### src/rtl/elbeth_pipe_pkg.sv
// Shared state encodings and default widths for the ELBETH pipeline stage register.
// The state encodings double as the occupancy count, so keep them in sync with that meaning.
package elbeth_pipe_pkg;
    localparam logic [1:0] ST_EMPTY = 2'd0;
    localparam logic [1:0] ST_FULL  = 2'd1;
    localparam logic [1:0] ST_SKID  = 2'd2;

    localparam int DEF_INST_WIDTH = 32;
    localparam int DEF_PC_WIDTH   = 32;
    localparam int DEF_EXC_WIDTH  = 4;
    localparam int DEF_PERF_WIDTH = 16;

    localparam logic [DEF_INST_WIDTH-1:0] DEF_BUBBLE_INST = '0;
endpackage

### src/rtl/elbeth_pipe_payload_reg.sv
// One {instruction, pc, except_source} entry: 1-cycle load, clear wins over load.
// No handshake of its own; the owning stage decides when to load or clear.
module elbeth_pipe_payload_reg
    import elbeth_pipe_pkg::*;
#(
    parameter int                    INST_WIDTH  = DEF_INST_WIDTH,
    parameter int                    PC_WIDTH    = DEF_PC_WIDTH,
    parameter int                    EXC_WIDTH   = DEF_EXC_WIDTH,
    parameter logic [INST_WIDTH-1:0] BUBBLE_INST = '0
) (
    input  logic                  clk,
    input  logic                  rst,
    input  logic                  ld,
    input  logic                  clr,
    input  logic [INST_WIDTH-1:0] in_instruction,
    input  logic [PC_WIDTH-1:0]   in_pc,
    input  logic [EXC_WIDTH-1:0]  in_except_source,
    output logic [INST_WIDTH-1:0] out_instruction,
    output logic [PC_WIDTH-1:0]   out_pc,
    output logic [EXC_WIDTH-1:0]  out_except_source
);
    logic [INST_WIDTH-1:0] inst_q, inst_d;
    logic [PC_WIDTH-1:0]   pc_q, pc_d;
    logic [EXC_WIDTH-1:0]  exc_q, exc_d;

    always_comb begin
        inst_d = inst_q;
        pc_d   = pc_q;
        exc_d  = exc_q;
        if (clr) begin
            inst_d = BUBBLE_INST;
            pc_d   = '0;
            exc_d  = '0;
        end else if (ld) begin
            inst_d = in_instruction;
            pc_d   = in_pc;
            exc_d  = in_except_source;
        end
    end

    always_ff @(posedge clk) begin
        if (rst) begin
            inst_q <= '0;
            pc_q   <= '0;
            exc_q  <= '0;
        end else begin
            inst_q <= inst_d;
            pc_q   <= pc_d;
            exc_q  <= exc_d;
        end
    end

    assign out_instruction   = inst_q;
    assign out_pc            = pc_q;
    assign out_except_source = exc_q;
endmodule

### src/rtl/elbeth_pipe_stage_register.sv
// Valid/ready pipeline stage register with optional 2-entry skid buffer; 1-cycle accept-to-output.
// With SKID_EN in_ready is registered (low only when both entries are held); without it in_ready is combinational.
module elbeth_pipe_stage_register
    import elbeth_pipe_pkg::*;
#(
    parameter int                    INST_WIDTH  = DEF_INST_WIDTH,
    parameter int                    PC_WIDTH    = DEF_PC_WIDTH,
    parameter int                    EXC_WIDTH   = DEF_EXC_WIDTH,
    parameter bit                    SKID_EN     = 1'b1,
    parameter logic [INST_WIDTH-1:0] BUBBLE_INST = INST_WIDTH'(DEF_BUBBLE_INST),
    parameter int                    PERF_WIDTH  = DEF_PERF_WIDTH
) (
    input  logic                  clk,
    input  logic                  rst,
    input  logic                  in_valid,
    output logic                  in_ready,
    input  logic [INST_WIDTH-1:0] in_instruction,
    input  logic [PC_WIDTH-1:0]   in_pc,
    input  logic [EXC_WIDTH-1:0]  in_except_source,
    input  logic                  ctrl_stall,
    input  logic                  ctrl_flush,
    output logic                  out_valid,
    input  logic                  out_ready,
    output logic [INST_WIDTH-1:0] out_instruction,
    output logic [PC_WIDTH-1:0]   out_pc,
    output logic [EXC_WIDTH-1:0]  out_except_source,
    output logic [1:0]            occupancy,
    output logic [PERF_WIDTH-1:0] perf_bubbles
);
    logic [1:0]            state_q, state_d;
    logic [PERF_WIDTH-1:0] perf_q, perf_d;
    logic                  accept, drain;
    logic                  main_ld, main_from_skid, skid_ld;

    logic [INST_WIDTH-1:0] main_inst, skid_inst, main_src_inst;
    logic [PC_WIDTH-1:0]   main_pc, skid_pc, main_src_pc;
    logic [EXC_WIDTH-1:0]  main_exc, skid_exc, main_src_exc;

    assign out_valid = (state_q != ST_EMPTY);
    assign drain     = out_valid & out_ready & ~ctrl_stall;
    assign in_ready  = SKID_EN ? (state_q != ST_SKID)
                               : (~out_valid | (out_ready & ~ctrl_stall));
    assign accept    = in_valid & in_ready;

    always_comb begin
        state_d        = state_q;
        main_ld        = 1'b0;
        main_from_skid = 1'b0;
        skid_ld        = 1'b0;
        if (ctrl_flush) begin
            state_d = ST_EMPTY;
        end else begin
            case (state_q)
                ST_EMPTY: begin
                    if (accept) begin
                        main_ld = 1'b1;
                        state_d = ST_FULL;
                    end
                end
                ST_FULL: begin
                    if (accept && drain) begin
                        main_ld = 1'b1;
                    end else if (accept && SKID_EN) begin
                        skid_ld = 1'b1;
                        state_d = ST_SKID;
                    end else if (drain) begin
                        state_d = ST_EMPTY;
                    end
                end
                ST_SKID: begin
                    if (drain) begin
                        main_ld        = 1'b1;
                        main_from_skid = 1'b1;
                        state_d        = ST_FULL;
                    end
                end
                default: state_d = ST_EMPTY;
            endcase
        end
    end

    always_comb begin
        perf_d = perf_q;
        if (!out_valid && !ctrl_flush && (perf_q != {PERF_WIDTH{1'b1}})) begin
            perf_d = perf_q + 1'b1;
        end
    end

    always_ff @(posedge clk) begin
        if (rst) begin
            state_q <= ST_EMPTY;
            perf_q  <= '0;
        end else begin
            state_q <= state_d;
            perf_q  <= perf_d;
        end
    end

    assign main_src_inst = main_from_skid ? skid_inst : in_instruction;
    assign main_src_pc   = main_from_skid ? skid_pc   : in_pc;
    assign main_src_exc  = main_from_skid ? skid_exc  : in_except_source;

    elbeth_pipe_payload_reg #(
        .INST_WIDTH (INST_WIDTH),
        .PC_WIDTH   (PC_WIDTH),
        .EXC_WIDTH  (EXC_WIDTH),
        .BUBBLE_INST(BUBBLE_INST)
    ) u_main (
        .clk              (clk),
        .rst              (rst),
        .ld               (main_ld),
        .clr              (ctrl_flush),
        .in_instruction   (main_src_inst),
        .in_pc            (main_src_pc),
        .in_except_source (main_src_exc),
        .out_instruction  (main_inst),
        .out_pc           (main_pc),
        .out_except_source(main_exc)
    );

    generate
        if (SKID_EN) begin : g_skid
            elbeth_pipe_payload_reg #(
                .INST_WIDTH (INST_WIDTH),
                .PC_WIDTH   (PC_WIDTH),
                .EXC_WIDTH  (EXC_WIDTH),
                .BUBBLE_INST(BUBBLE_INST)
            ) u_skid (
                .clk              (clk),
                .rst              (rst),
                .ld               (skid_ld),
                .clr              (ctrl_flush),
                .in_instruction   (in_instruction),
                .in_pc            (in_pc),
                .in_except_source (in_except_source),
                .out_instruction  (skid_inst),
                .out_pc           (skid_pc),
                .out_except_source(skid_exc)
            );
        end else begin : g_no_skid
            assign skid_inst = '0;
            assign skid_pc   = '0;
            assign skid_exc  = '0;
        end
    endgenerate

    // Main entry is only meaningful while valid; otherwise present the bubble pattern.
    assign out_instruction   = out_valid ? main_inst : BUBBLE_INST;
    assign out_pc            = out_valid ? main_pc   : '0;
    assign out_except_source = out_valid ? main_exc  : '0;
    // State encoding equals the number of held entries.
    assign occupancy         = state_q;
    assign perf_bubbles      = perf_q;
endmodule

### config.mk
export PLATFORM = sky130hd
export DESIGN_NAME = elbeth_pipe_stage_register
export DESIGN_NICKNAME = d
export VERILOG_FILES = /design/src/rtl/elbeth_pipe_pkg.sv /design/src/rtl/elbeth_pipe_payload_reg.sv /design/src/rtl/elbeth_pipe_stage_register.sv
export SDC_FILE = /design/constraint.sdc
export NUM_CORES = 1
export LEC_CHECK = 0
export BUFFER_PORTS_ARGS = -buffer_cell sky130_fd_sc_hd__buf_2
export CORE_ASPECT_RATIO = 0.8
export CORE_MARGIN = 8
export CORE_UTILIZATION = 50
export CTS_CLUSTER_SIZE = 10
export DETAILED_ROUTE_END_ITERATION = 16
export PLACE_DENSITY = 0.79
export SETUP_SLACK_MARGIN = 0.2
export SLEW_MARGIN = 20
export SYNTH_ARGS = -nofsm -noshare
export SYNTH_HDL_FRONTEND = slang
export SYNTH_HIERARCHICAL = 1
export SYNTH_SLANG_ARGS = --single-unit
export TNS_END_PERCENT = 100
### constraint.sdc
create_clock -name clk -period 2.5 [get_ports clk]
set_input_delay 0.125 -clock clk [delete_from_list [all_inputs] [get_ports clk]]
set_output_delay 0.125 -clock clk [all_outputs]
set_load 0.05 [all_outputs]
==> impl_metrics.tcl, run 1 <==
set metrics [dict create \
    port_buffers 161 \
    yosysMostFrequentCell "dfxtp_1" \
    rows 39 \
    area_growth_pct 32.3 \
    clock_latency_ns 0.41 \
    r2r_slack_ns 0.41 \
    post_cts_buffers 0 \
    min_path_cells 2 \
    start_kind "flop" \
    p_leak_nw 3.73 \
    synth_mux_area_frac 0.306 \
    cts_hold_buffers 68 \
    netlist_instances 714 \
    synthesis.area_mm2 0.00707 \
    netlist-cell-type-count 35 \
    initial_utilization 0.503 \
    synth_compound_area_frac 0.0258 \
    cp_max_fo 7 \
    worst_r2r_endpoint "perf_bubbles[14]$_SDFFE_PP0P_" \
    syn_avg_cell_area_um2 9.91 \
    synthAdderAreaFrac 0.00177 \
    wirelength_um 17400 \
    grt_pass1_vias 5758 \
    crit_type "flop to flop" \
    crit_chain "ha_1, nand4_1, or4_4, or4_1, a21oi_1" \
    synth_area_leaders "dfxtp_1, mux2i_1, mux2_2, nor2_1, and2_1" \
    fin_util 0.666 \
    power.density_mw_per_mm2 639 \
    pin_count 162 \
    ant_nets 0 \
    hpwl_um 10300 \
    yosys.area_share.simple 0.185 \
    diodes 0 \
    rsz0062_at_grt "false" \
    htreeDepth 4 \
    cts_root_buf "clkbuf_16" \
    ys_warn_count 6 \
    routedWlPerCell_um 15.5 \
    tns_ns 0 \
    die_area_mm2 0.0182 \
    yosysSeqAreaShare 0.436 \
    synth_seq_cells 154 \
    numClockSinks 154 \
    setup_violations 0 \
    cp-end-kind "flop" \
    status "complete, no violations" \
    synth_xor_area_frac 0 \
    finalHoldViolCount 0 \
    worst_ep_required_time_ns 2.83 \
    cpMaxStageDelayCell "or4_4" \
    vias 5745 \
    first_pass_iters 6 \
    r2r_cells 5 \
    hp-class "primary input to flop" \
    vdd_drop_max_mv 0.650 \
    antenna_found_initial 0 \
    min_to "occupancy[1]$_SDFFE_PP0P_" \
    critical_path_arrival_ns 2.42 \
    cts_buffers 17 \
    hp-start "ctrl_flush" \
    synthArstFlopShare 0 \
    place_congestion 0.763 \
    drtIter0Drc 260 \
    synthTopCellsByCount "dfxtp_1, nor2_1, mux2i_1, mux2_2, and2_1" \
    drv_cap 0 \
    max_freq_mhz 479 \
    worst_pin_slew_ns 0.443 \
    path_clk_slew_ns 0.06 \
    slew_violations 0 \
    synth_edf_count 0 \
    slowest_delay_ns 0.57 \
    grt.total_usage 0.190 \
    synth_top_area_frac 0.436 \
    die_y_um 122 \
    cts_tree "built" \
    power_mw 5.98 \
    routed_via_density 5.12 \
    fin_skew_ns 0.00727 \
    fp.dieW_um 149 \
    route.detailed.drc 0 \
    grt_overflow 0 \
    synth_nets 789 \
    synth_top_family_by_area "multiplexers" \
    fin_crit_sh 0.836 \
    post_cts_resized 0 \
    cts_buffer_depth 2 \
    rr_startpoint "perf_bubbles[0]$_SDFFE_PP0P_" \
    grt_pass1_wl_um 28100 \
    fin_nets 999 \
    fin_crit_ns 2.09 \
    relSlewSlack 0.704 \
    core_area_mm2 0.0141 \
    synth_ff_type "dfxtp_1" \
    drive_gt1_frac 0.312 \
    synth_largest_area_cell "dfxtp_1" \
    grt_max_degree 70 \
]
==> power breakdown <==
group / total (mW) / switching (mW) / internal [mW]
Clock: 2.95 / 1.01 / 1.94
Sequential: 2.51 / 0.0192 / 2.49
Combinational: 0.519 / 0.263 / 0.256
Total: 5.98 / 1.30 / 4.68
==> routing by layer <==
layer  share of wire  GRT usage  up-vias
met4          0.0083     0.0529        0
met2            0.49      0.326      142
li1                -          -     2868
met1            0.44      0.223     2724
met5               0          0        -
met3           0.067     0.0630       11
==> layout by cell type, fill, tap and decap left out, types with 4 or more instances in the layout <==
| cell type | n |
|---|---|
| dlygate4sd3_1 | 68 |
| or4_1 | 6 |
| mux2i_1 | 136 |
| and2_1 | 68 |
| or2_2 | 4 |
| clkinv_4 | 4 |
| inv_1 | 4 |
| a21oi_1 | 16 |
| or3_1 | 4 |
| o31ai_1 | 7 |
| buf_4 | 8 |
| o21ai_0 | 4 |
| nor4_1 | 5 |
| buf_12 | 5 |
| nand2_1 | 8 |
| dfxtp_1 | 151 |
| buf_2 | 161 |
| clkbuf_16 | 17 |
| nand4_1 | 6 |
| nor2_1 | 143 |
| nor2b_1 | 5 |
| nand3_1 | 5 |
| mux2_2 | 71 |
| bufinv_16 | 6 |
==> through the flow <==
step	hold WS, ns	cell area, µm²	setup slack (ns)	cells
2_1_floorplan	0.196	7080	0.277	714
3_3_place_gp	0.370	7990	0.483	1021
3_5_place_dp	0.382	7990	0.447	1021
4_1_cts	0.0468	9360	0.417	1121
5_1_grt	0.0659	9360	0.274	1121
6_report	0.0640	9360	0.410	1121
==> final cells by class <==
type / instances / area, µm²
inverter: 4 / 15.0
clock inverter: 13 / 238
fill: 1086 / 4690
clock buffer: 19 / 453
multi-input combinational: 505 / 3690
sequential: 154 / 3090
timing repair buffer: 242 / 1650
tap: 184 / 230
==> worst max-delay path: cells and delay by family (launching register included) <==
| kind | cells | cell delay, ns |
|---|---|---|
| flops | 1 | 0.37 |
| compound gates | 1 | 0.17 |
| fa+ha+maj | 1 | 0.21 |
| simple gates | 3 | 1.27 |
==> worst max-delay path by stage <==
stage / startpoint / end
after floorplan: perf_bubbles[5]$_SDFFE_PP0P_ / perf_bubbles[14]$_SDFFE_PP0P_
after global placement: perf_bubbles[0]$_SDFFE_PP0P_ / perf_bubbles[14]$_SDFFE_PP0P_
after detailed placement: perf_bubbles[0]$_SDFFE_PP0P_ / perf_bubbles[12]$_SDFFE_PP0P_
after CTS: perf_bubbles[0]$_SDFFE_PP0P_ / perf_bubbles[12]$_SDFFE_PP0P_
after global routing: perf_bubbles[0]$_SDFFE_PP0P_ / perf_bubbles[12]$_SDFFE_PP0P_
final: perf_bubbles[0]$_SDFFE_PP0P_ / perf_bubbles[14]$_SDFFE_PP0P_
==> sequential cells by signal, indices dropped and copies added (netlist names) <==
signal                           count
perf_bubbles                        16
u_main/out_except_source             4
g_skid.u_skid/out_except_source      4
u_main/out_instruction              32
g_skid.u_skid/out_instruction       32
occupancy                            2
g_skid.u_skid/out_pc                32
u_main/out_pc                       32
==> cells by family (layout without fill, tap and decap cells) <==
kind of cell / after synthesis / in the layout
simple gates: 266 / 266
mux: 207 / 207
flops: 154 / 154
buf+inv: 55 / 278
compound gates: 31 / 31
fa+ha+maj: 1 / 1
No activity file was read; power rests on OpenSTA's default activity.
==> inputs of run 2 (changes only) <==
==> constraint.sdc (replaced) <==
create_clock -name clk -period 2 [get_ports clk]
set_input_delay 0.1 -clock clk [delete_from_list [all_inputs] [get_ports clk]]
set_output_delay 0.1 -clock clk [all_outputs]
set_load 0.05 [all_outputs]
==> run 2 against run 1 <==
Setup slack worse by 0.31 ns. Largest power group unchanged. Die area did not move. Worst hold slack about the same. Highest routed layer unchanged. Largest cell class unchanged.
==> impl_metrics.tcl, run 2 (synthesized netlist as in run 1, its figures left out) <==
set metrics [dict create \
    cp_max_fo 8 \
    wirelength_um 22100 \
    status "complete, no violations" \
    vias 6120 \
    tns_ns 0 \
    fin_ws_ns 0.103 \
    critical_path_arrival_ns 2.21 \
    port_buffers 161 \
    cts_root_buf "clkbuf_16" \
    first_pass_iters 7 \
    drive_gt1_frac 0.366 \
    path_clk_slew_ns 0.06 \
    grt_overflow 0 \
    topRoutingLayerUsed "met4" \
    cts_buffers 17 \
    setup_violations 0 \
    clock_latency_ns 0.42 \
    grt_pass1_vias 6222 \
    ant_nets 0 \
    wl_met3_um 1180 \
    post-place-ws_ns 0.105 \
    core_area_mm2 0.0141 \
    die_y_um 122 \
    routed_via_density 5.27 \
    hpwl_um 11200 \
    instances_no_fill 1162 \
    max_freq_mhz 527 \
    rows 39 \
    drtIter0Drc 317 \
    fin_crit_ns 1.90 \
    vdd_drop_max_mv 0.664 \
    fp.dieW_um 149 \
    route.detailed.drc 0 \
    htreeDepth 4 \
    pin_count 162 \
    die_area_mm2 0.0182 \
    grt_pass1_wl_um 31400 \
    numClockSinks 154 \
    grt_max_degree 46 \
    worst_pin_slew_ns 0.455 \
    grt.total_usage 0.216 \
    finalHoldViolCount 0 \
    drv_cap 0 \
    hp-class "primary input to flop" \
    worst_ep_required_time_ns 2.32 \
    fin_skew_ns 0.0104 \
    start_kind "flop" \
    routedWlPerCell_um 19.0 \
    whs_ns 0.0637 \
    place_congestion 0.743 \
    cp-end-kind "flop" \
    met1_length_um 8790 \
    cts_tree "built" \
    layout_common_cells "nor2_1, dfxtp_1, mux2i_1, buf_2, dlygate4sd3_1" \
    relSlewSlack 0.696 \
    crit_type "flop to flop" \
    final_common_cell "nor2_1" \
    slew_violations 0 \
    power.density_mw_per_mm2 671 \
    rsz0062_at_grt "true" \
    antenna_found_initial 2 \
    fin_nets 1038 \
    area_growth_pct 48.7 \
    cts_buffer_depth 2 \
    initial_utilization 0.503 \
    dp.cells 1035 \
    fin_crit_sh 0.949 \
    p_leak_nw 4.15 \
    route.met2.wl_um 11600 \
]
## run 2: cell types whose count changed in the layout (fill, tap and decap cells not counted), sizes merged
cell,change
buf,+31
bufinv,-5
clkbuf,+15
clkinv,-4
clkinvlp,+2
diode,+3
inv,-1
## run 2: area by class of cell
| class | count | area (µm²) |
|---|---|---|
| flip-flops and latches | 154 | 3120 |
| well taps | 184 | 230 |
| inverters | 4 | 15.0 |
| multi-input cells | 505 | 3880 |
| fillers | 949 | 3540 |
| diodes | 3 | 7.51 |
| repair buffers | 281 | 2690 |
| clock inverters | 5 | 58.8 |
| clock buffers | 26 | 519 |
## run 2: stage by stage
| stage | instance area [µm²] | total power, mW | utilization |
|---|---|---|---|
| 2_1_floorplan | 7160 | 3.57 | - |
| 3_3_place_gp | 8200 | 3.75 | 0.583 |
| 3_5_place_dp | 8200 | 3.76 | 0.583 |
| 4_1_cts | 10000 | 7.00 | 0.713 |
| 5_1_grt | 10500 | 7.28 | 0.748 |
| 6_report | 10500 | 7.06 | 0.748 |
## run 2: worst paths after layout
kind,start,end,slack (ns),cells past startpoint
min reg2reg,u_main/out_pc[3]$_SDFFE_PP0P_,u_main/out_pc[3]$_SDFFE_PP0P_,0.48,2
max reg2reg,occupancy[0]$_SDFFE_PP0P_,u_main/out_instruction[27]$_SDFFE_PP0P_,0.10,9
max,occupancy[0]$_SDFFE_PP0P_,u_main/out_instruction[27]$_SDFFE_PP0P_,0.10,9
min,ctrl_flush,occupancy[1]$_SDFFE_PP0P_,0.06,3
## run 2: timing repair
item / CTS / global route
hold buffers: 68 / 0
pin swaps: 5 / 20
gates resized for setup: 132 / 65
hold endpoints to repair: 68 / 0
gates cloned: 3 / 12
endpoints found under the setup margin: 142 / 192
buffers inserted: 8 / 2
## run 2: layer usage
layer,vias to the layer above,GRT usage
met5,-,0
met4,0,0.0900
met3,41,0.0630
met2,173,0.388
met1,2958,0.236
li1,2948,-
## run 2: power by group
part | switching (mW) | internal [mW]
clock | 1.24 | 1.91
combinational | 0.378 | 0.402
sequential | 0.0260 | 3.10
## run 2: worst max-delay path, cell delays in order, from the launching register on
cell	delay, ns
dfxtp_4	0.34
buf_6	0.13
nor2b_4	0.13
nand2_4	0.06
nor2_4	0.17
buf_8	0.19
clkbuf_16	0.17
mux2_2	0.34
mux2i_1	0.19
nor2_1	0.06
